File: src/rtl/fetch_prefetch_queue.sv
// fetch_prefetch_queue
//
// Instruction fetch stage that sits directly upstream of the text memory bus.
// It drives the fetch address, captures the bus's combinational read data into
// a small FIFO together with the PC of each word, and presents the oldest
// entry to the decode/core stage.
//
// Parameters:
//   DEPTH     number of queue entries (legal range 2..8)
//   RESET_PC  first fetch PC after reset (start of the text segment)
//
// Ports:
//   clock          single clock, all state changes on the rising edge
//   reset          synchronous, active-low
//   bus_address    fetch address to the text memory bus (always fetch_pc)
//   bus_read_data  word returned combinationally by the bus for bus_address
//   inst_valid     head entry valid
//   inst_ready     consumer accepts the head entry this cycle
//   inst           head instruction word (0 while the queue is empty)
//   inst_pc        PC of the head instruction (0 while the queue is empty)
//   redirect       flush the queue and restart fetch at redirect_pc
//   redirect_pc    new fetch PC; bits [1:0] are ignored
//   inst_fault     (FETCH_BOUNDS_CHECK_EN only) head entry was fetched
//                  outside the text segment
//
// Handshake: an entry transfers to the consumer on every rising edge where
// inst_valid and inst_ready are both high and redirect is low. inst_valid
// never drops and inst/inst_pc never change while inst_valid=1 and
// inst_ready=0. inst_valid and inst/inst_pc are driven from queue state only,
// so there is no combinational path from inst_ready or bus_read_data to them.
//
// Optional build macro FETCH_BOUNDS_CHECK_EN: adds the inst_fault output and a
// text-segment range check on every fetch. An out-of-range fetch stores a NOP
// instead of the bus data and stops further fetching until a redirect.

`timescale 1ns/1ps

module fetch_prefetch_queue #(
  parameter int          DEPTH    = 2,
  parameter logic [31:0] RESET_PC = 32'h0040_0000
) (
  input  logic        clock,
  input  logic        reset,
  output logic [31:0] bus_address,
  input  logic [31:0] bus_read_data,
  output logic        inst_valid,
  input  logic        inst_ready,
  output logic [31:0] inst,
  output logic [31:0] inst_pc,
  input  logic        redirect,
  input  logic [31:0] redirect_pc
`ifdef FETCH_BOUNDS_CHECK_EN
  ,
  output logic        inst_fault
`endif
);

  localparam int PTR_W = (DEPTH > 1) ? $clog2(DEPTH) : 1;
  localparam int CNT_W = $clog2(DEPTH + 1);

  localparam logic [PTR_W-1:0] PTR_LAST  = PTR_W'(DEPTH - 1);
  localparam logic [CNT_W-1:0] CNT_DEPTH = CNT_W'(DEPTH);

`ifdef FETCH_BOUNDS_CHECK_EN
  localparam logic [31:0] TEXT_BEGIN = RESET_PC;
  localparam logic [31:0] TEXT_END   = 32'h0FFF_FFFC;
  localparam logic [31:0] NOP_WORD   = 32'h0000_0013;
`endif

  logic [31:0]      fetch_pc;
  logic [PTR_W-1:0] rd_ptr;
  logic [PTR_W-1:0] wr_ptr;
  logic [CNT_W-1:0] count;

  logic [31:0]      pc_mem   [DEPTH];
  logic [31:0]      word_mem [DEPTH];

  logic             pop;
  logic             push;
  logic [31:0]      wr_word;

  // Only the word-aligned part of the redirect target is used.
  logic [1:0]       unused_redirect_lsbs;
  assign unused_redirect_lsbs = redirect_pc[1:0];

`ifdef FETCH_BOUNDS_CHECK_EN
  logic             fault_mem [DEPTH];
  logic             fault_stall;
  logic             push_fault;
`endif

  function automatic logic [PTR_W-1:0] ptr_inc(input logic [PTR_W-1:0] p);
    return (p == PTR_LAST) ? '0 : p + PTR_W'(1);
  endfunction

  // Push/pop decisions. A full queue still accepts a push when the head is
  // leaving in the same cycle: the slot being written is the one being freed.
  always_comb begin
    pop  = inst_valid & inst_ready & ~redirect;
`ifdef FETCH_BOUNDS_CHECK_EN
    push_fault = (fetch_pc < TEXT_BEGIN) | (fetch_pc > TEXT_END);
    push       = ~redirect & ~fault_stall & ((count < CNT_DEPTH) | pop);
    wr_word    = push_fault ? NOP_WORD : bus_read_data;
`else
    push    = ~redirect & ((count < CNT_DEPTH) | pop);
    wr_word = bus_read_data;
`endif
  end

  // Control state: fetch PC, pointers, occupancy.
  always_ff @(posedge clock) begin
    if (!reset) begin
      fetch_pc <= RESET_PC;
      rd_ptr   <= '0;
      wr_ptr   <= '0;
      count    <= '0;
    end else if (redirect) begin
      fetch_pc <= {redirect_pc[31:2], 2'b00};
      rd_ptr   <= '0;
      wr_ptr   <= '0;
      count    <= '0;
    end else begin
      if (push) begin
        fetch_pc <= fetch_pc + 32'd4;
        wr_ptr   <= ptr_inc(wr_ptr);
      end
      if (pop) begin
        rd_ptr <= ptr_inc(rd_ptr);
      end
      case ({push, pop})
        2'b10:   count <= count + CNT_W'(1);
        2'b01:   count <= count - CNT_W'(1);
        default: count <= count;
      endcase
    end
  end

`ifdef FETCH_BOUNDS_CHECK_EN
  // Once a faulting word is queued nothing sensible follows it; hold fetch
  // until the core redirects (typically into a trap handler).
  always_ff @(posedge clock) begin
    if (!reset || redirect) begin
      fault_stall <= 1'b0;
    end else if (push && push_fault) begin
      fault_stall <= 1'b1;
    end
  end
`endif

  // Entry storage needs no reset: entries are only observable while counted.
  // push is already suppressed during a redirect.
  always_ff @(posedge clock) begin
    if (reset && push) begin
      pc_mem[wr_ptr]    <= fetch_pc;
      word_mem[wr_ptr]  <= wr_word;
`ifdef FETCH_BOUNDS_CHECK_EN
      fault_mem[wr_ptr] <= push_fault;
`endif
    end
  end

  // Outputs come straight from queue state.
  always_comb begin
    bus_address = fetch_pc;
    inst_valid  = (count != '0);
    inst        = inst_valid ? word_mem[rd_ptr] : 32'h0;
    inst_pc     = inst_valid ? pc_mem[rd_ptr]   : 32'h0;
`ifdef FETCH_BOUNDS_CHECK_EN
    inst_fault  = inst_valid & fault_mem[rd_ptr];
`endif
  end

endmodule

File: config.mk
export PLATFORM = sky130hd
export DESIGN_NAME = fetch_prefetch_queue
export DESIGN_NICKNAME = d
export VERILOG_FILES = /design/src/rtl/fetch_prefetch_queue.sv
export SDC_FILE = /design/constraint.sdc
export NUM_CORES = 1
export LEC_CHECK = 0
export CAP_MARGIN = 25
export CORE_UTILIZATION = 53
export DETAILED_ROUTE_END_ITERATION = 7
export GPL_TIMING_DRIVEN = 0
export HOLD_SLACK_MARGIN = 0.06
export PLACE_DENSITY = 0.83
export RECOVER_POWER = 25
export SYNTH_ARGS = -nofsm -noshare
export SYNTH_HDL_FRONTEND = slang
export SYNTH_SLANG_ARGS = --single-unit
File: constraint.sdc
create_clock -name clock -period 21.1 [get_ports clock]
set_clock_uncertainty 0.2 [all_clocks]
set_input_delay 4.22 -clock clock [delete_from_list [all_inputs] [get_ports clock]]
set_output_delay 4.22 -clock clock [all_outputs]
set_load 0.02 [all_outputs]
# [Word level (Yosys, flattened, before mapping)]
# Memory sizes are Yosys's and may differ from the RTL's. A register that Yosys moved wholly into a read port is not among the register bits.
# Index checks and enable logic that the tools add are counted.
[word_totals] ff_bits=36 ram_bits=128 wordCells=39 mem_count=2
[memory_table] name="pc_mem" depth=2 width=32 rd=1 rd_ports_with_merged_regs=1 wr=1 line_no="75" rtl="logic [31:0] pc_mem [DEPTH];"
[memory_table] name="word_mem" depth=2 width=32 rd=1 rd_ports_with_merged_regs=1 wr=1 line_no="76" rtl="logic [31:0] word_mem [DEPTH];"
[classes] n_addsub=5 magnitude_cmp=1 n_eq_ne=2 muxes=13 bitwise=6 n_reduce_logical=5
[op_table] operator="$mux W32" n=4
[op_table] operator="$add A32 B3 Y32 const B" n=1
[op_table] operator="$mux W1" n=8
[op_table] operator="$reduce_bool A2 Y1" n=3
[op_table] operator="$pmux W2 S2" n=1
[op_table] operator="$and A1 B1 Y1" n=3
[op_table] operator="$add A1 B1 Y1 const B" n=2
[op_table] operator="$add A2 B1 Y2 const B" n=1
[op_table] operator="$eq A2 B1 Y1 const B" n=1
[op_table] operator="$eq A2 B2 Y1 const B" n=1
[op_table] operator="$lt A2 B2 Y1 const B" n=1
[op_table] operator="$not A1 Y1" n=2
[op_table] operator="$reduce_or A2 Y1" n=1
[op_table] operator="$sub A2 B1 Y2 const B" n=1
[op_table] operator="$logic_and A1 B1 Y1" n=1
[op_table] operator="$or A1 B1 Y1" n=1

# [Logic depth before layout (Yosys ltp)]
[logic_depth] ltp_word=8 depth_mapped=9

# [Worst setup path after synthesis]
# No wires, ideal clock.
[synth_timing] kind="input-to-reg" from="input port redirect" to="memory pc_mem[0][10] (enable)" setup_time_ps=571 t_arrival_ps=9398 required_time_ps=20329 setup_slack_ps=10931 stages=5 path_cell_list="buf_6 inv_1 clkbuf_1 nand2_1 nor3b_1"
[synth_via] elab_chain_cells=7
[synth_rtl] item="start: declaration" line_no="50" rtl="input logic redirect,"
[synth_rtl] item="$not A1 Y1 (*)" line_no="99, 105"
[synth_rtl] item="$and A1 B1 Y1" line_no="99" rtl="pop = inst_valid & inst_ready & ~redirect;"
[synth_rtl] item="$or A1 B1 Y1" line_no="105" rtl="push = ~redirect & ((count < CNT_DEPTH) | pop);"
[synth_rtl] item="$and A1 B1 Y1 (*)" line_no="105"
[synth_rtl] item="$logic_and A1 B1 Y1 (*)" line_no="153" rtl="if (reset && push) begin"
[synth_rtl] item="$mux W1 (*)" line_no="153"
[synth_rtl] item="$mux W1 (not written as such) (*)" line_no="154" rtl="pc_mem[wr_ptr] <= fetch_pc;"
[synth_rtl] item="end: declaration" line_no="75"
# Mark *: on every way between the ends. The rest lies on a longest branch, timed or not.

# [Worst setup path in the final report]
[layout_timing] from="register count[1]" to="output port inst_pc[27]"
[layout_via] elab_chain_cells=2
[layout_rtl] item="start: declaration" line_no="73" rtl="logic [CNT_W-1:0] count;"
[layout_rtl] item="start signal: assignment" line_no="131" rtl="2'b10: count <= count + CNT_W'(1);"
[layout_rtl] item="start signal: assignment" line_no="132" rtl="2'b01: count <= count - CNT_W'(1);"
[layout_rtl] item="start signal: assignment" line_no="133" rtl="default: count <= count;"
[layout_rtl] item="$reduce_bool A2 Y1" line_no="165" rtl="inst_valid = (count != '0);"
[layout_rtl] item="$mux W32" line_no="167" rtl="inst_pc = inst_valid ? pc_mem[rd_ptr] : 32'h0;"
[layout_rtl] item="end: declaration" line_no="49" rtl="output logic [31:0] inst_pc,"
# No other way between the ends.

==> run metrics <==
outcome complete, no violations; antenna violations before repair 0; cts repair resizes 0; I/O pins 165; most used flip-flop cell after synthesis edfxtp_1; Skew-Pair Late Insertion Delay 0.42 ns; pwr/cell area 81.0 nW/um^2; met2 GRT Util 40.1%; Die H 114 um; GRT overflow 0; worst min path class flip-flop to flip-flop; final WL 14800 um; hold_buf cts 0; busiest grt layer met2; Distinct cells, synth 39; chip width 114 um; register area share after synthesis 67.0%; port bufs 157; first-pass GRT wire length 23400 um; TritonCTS clock tree built; crit path time final 7.37 ns; register area 4420 um^2; multi-input combinational cell area 2050 um^2; crit-path max FO 10; Post-synth EDFFs 124; Worst VDD drop 57.4 uV; f_max 136 MHz; Synth warnings 0; Final Cycle Share 34.9%; CP required 16.68 ns; vias in the first global route 4675; Final #Nets 756; full die area 12900 um^2; CP Capture Type output pin; synth-to-layout area growth 37.0%; setup TNS 0 ns; fillers 778; Setup Fix Bufs, Post-CTS 0; met3 GRT Util 4.89%; Via density 5.39; pre-CTS WS 14.07 ns; area of the core 12100 um^2; met1 usage 31.0%; DRC viols 0; 1st-iter DRT viols 280; CTS buffer count 17; leading cell type by number of instances after synthesis edfxtp_1; Antenna Violating Nets Remaining 0; startpoint type of the worst setup path flip-flop; HPWL after DPL 10400 um; Worst-Margin Slew 0.946 ns; Yosys top cell by area edfxtp_1; final worst slack 13.73 ns; Leak 3.01 nW; post-route design area 9050 um^2; wire per inst 17.0 um; Post-DP Area 8470 um^2; Post-Syn Instances 502; share of the synthesized area in the top cell type 56.4%; share of post-route cells with drive strength above 1 7.15%; Ant. Diodes 0; GP Congestion 0.970; Global Route Usage Sum 23.9%; Max-slew headroom 36.7%; Synth Register Bits 159; largest net degree at the start of global routing 63; CTS clk-pin slew, worst paths 0.06 ns; Row Count 40; CTS H-tree depth 4; CTS Root Cell clkbuf_16; Final Max Tran Viols 0; vias 4673; CTS sink cnt 159; Async SR Flop Fraction 0%; first-pass detailed-route iteration total 6; RSZ-0062 raised after global routing false; Initial Util 54.8%; Post-synth top cells edfxtp_1, nor2_1, mux2i_1, dfxtp_1, o21ai_0; CP Class flip-flop to output pin; Syn Area/Cell 13.2 um^2; Synth area leaders edfxtp_1, dfxtp_1, mux2i_1; mapped cell area 6610 um^2; Arrival @ worst endpoint 2.95 ns; final-report hold violation count 0; Max Cap Violations 0; clk buf depth 2; Setup Viol. Count Final 0
==> registers in the layout, summed over array words and instances, names as in the netlist, named ones only <==
name and cells:
word_mem 64, pc_mem 60, bus_address 30, count 2
rd_ptr 1, wr_ptr 1
==> cells in the final DEF (no fill, tap or decap), drive strengths merged, types with 2 or more instances in the layout <==
master / synthesis / routed
nor2: 76 / 76
a21oi: 18 / 18
ha: 2 / 2
nand4: 14 / 14
dlygate4sd3: 0 / 17
xor2: 16 / 16
nand2b: 4 / 4
nor3b: 2 / 2
nand4b: 2 / 2
inv: 3 / 6
clkdlybuf4s50: 0 / 140
and3: 5 / 5
and4: 3 / 3
clkinvlp: 0 / 4
clkbuf: 17 / 40
nand2: 20 / 20
buf: 12 / 17
edfxtp: 124 / 124
or3: 2 / 2
o21ai: 26 / 26
o21ba: 2 / 2
dfxtp: 35 / 35
nand3: 16 / 16
and2: 4 / 4
o211a: 5 / 5
nor3: 3 / 3
a211oi: 4 / 4
clkinv: 0 / 2
xnor2: 14 / 14
nor4: 3 / 3
mux2i: 63 / 63
conb: 1 / 4
==> per-layer routing <==
layer  share of wire (%)  wire length, um
met1                  43             6290
met2                  49             7250
met3                 6.8              998
met4                 1.5              216
met5                   0                0
==> report_power, final <==
part	internal [mW]	switching, mW
logic	0.0384	0.0403
registers	0.351	0.0105
clock network	0.172	0.121
total	0.562	0.171
==> worst max-delay path, stage by stage, from the launching register on <==
cell and delay [ns]:
dfxtp_1 0.35, clkbuf_1 0.26, nor2_1 0.79, clkbuf_1 0.45, nor2_1 0.12, clkdlybuf4s50_1 0.56
==> area by class of cell <==
| cell class | instances | area share, % |
|---|---|---|
| Timing Repair Buffer | 162 | 18.1 |
| Buffer | 29 | 1.53 |
| Tap cell | 168 | 2.32 |
| Clock inverter | 9 | 0.774 |
| Multi-Input combinational cell | 314 | 22.7 |
| Sequential cell | 159 | 48.9 |
| Inverter | 3 | 0.124 |
| Clock buffer | 23 | 5.64 |
==> path summary, 6_finish.rpt <==
path,slack (ns),from,cells after the start,endpoint
setup / recovery,13.73,count[1],5,inst_pc[27]
hold / removal,0.31,rd_ptr,2,flip-flop
setup reg to reg,18.05,count[1],8,count[1]
hold reg to reg,0.31,rd_ptr,2,flip-flop
==> cells by family (layout without fill, tap and decap cells) <==
logic type / count (synthesis) / after routing / share of synthesized area, %
and+or+nand+nor: 156 / 156 / 11.2
buffers and inverters: 32 / 226 / 2.27
DFF: 159 / 159 / 67.0
AOI/OAI and AO/OA: 59 / 59 / 5.61
muxes: 63 / 63 / 9.54
adders and majority gates: 2 / 2 / 0.379
other: 1 / 4 / 0.0568
xor gates and xnor gates: 30 / 30 / 3.98
==> per-stage QoR <==
stage	instances	hold slack, ns	util (%)	total power [mW]
after floorplan	505	0.272	-	0.404
after global placement	830	0.286	69.6	0.445
after detailed placement	835	0.286	70.2	0.447
after CTS	867	0.310	75.1	0.738
after global routing	867	0.345	75.1	0.759
final	867	0.310	75.1	0.733
Note: power is estimated with default switching activity, not from simulation.
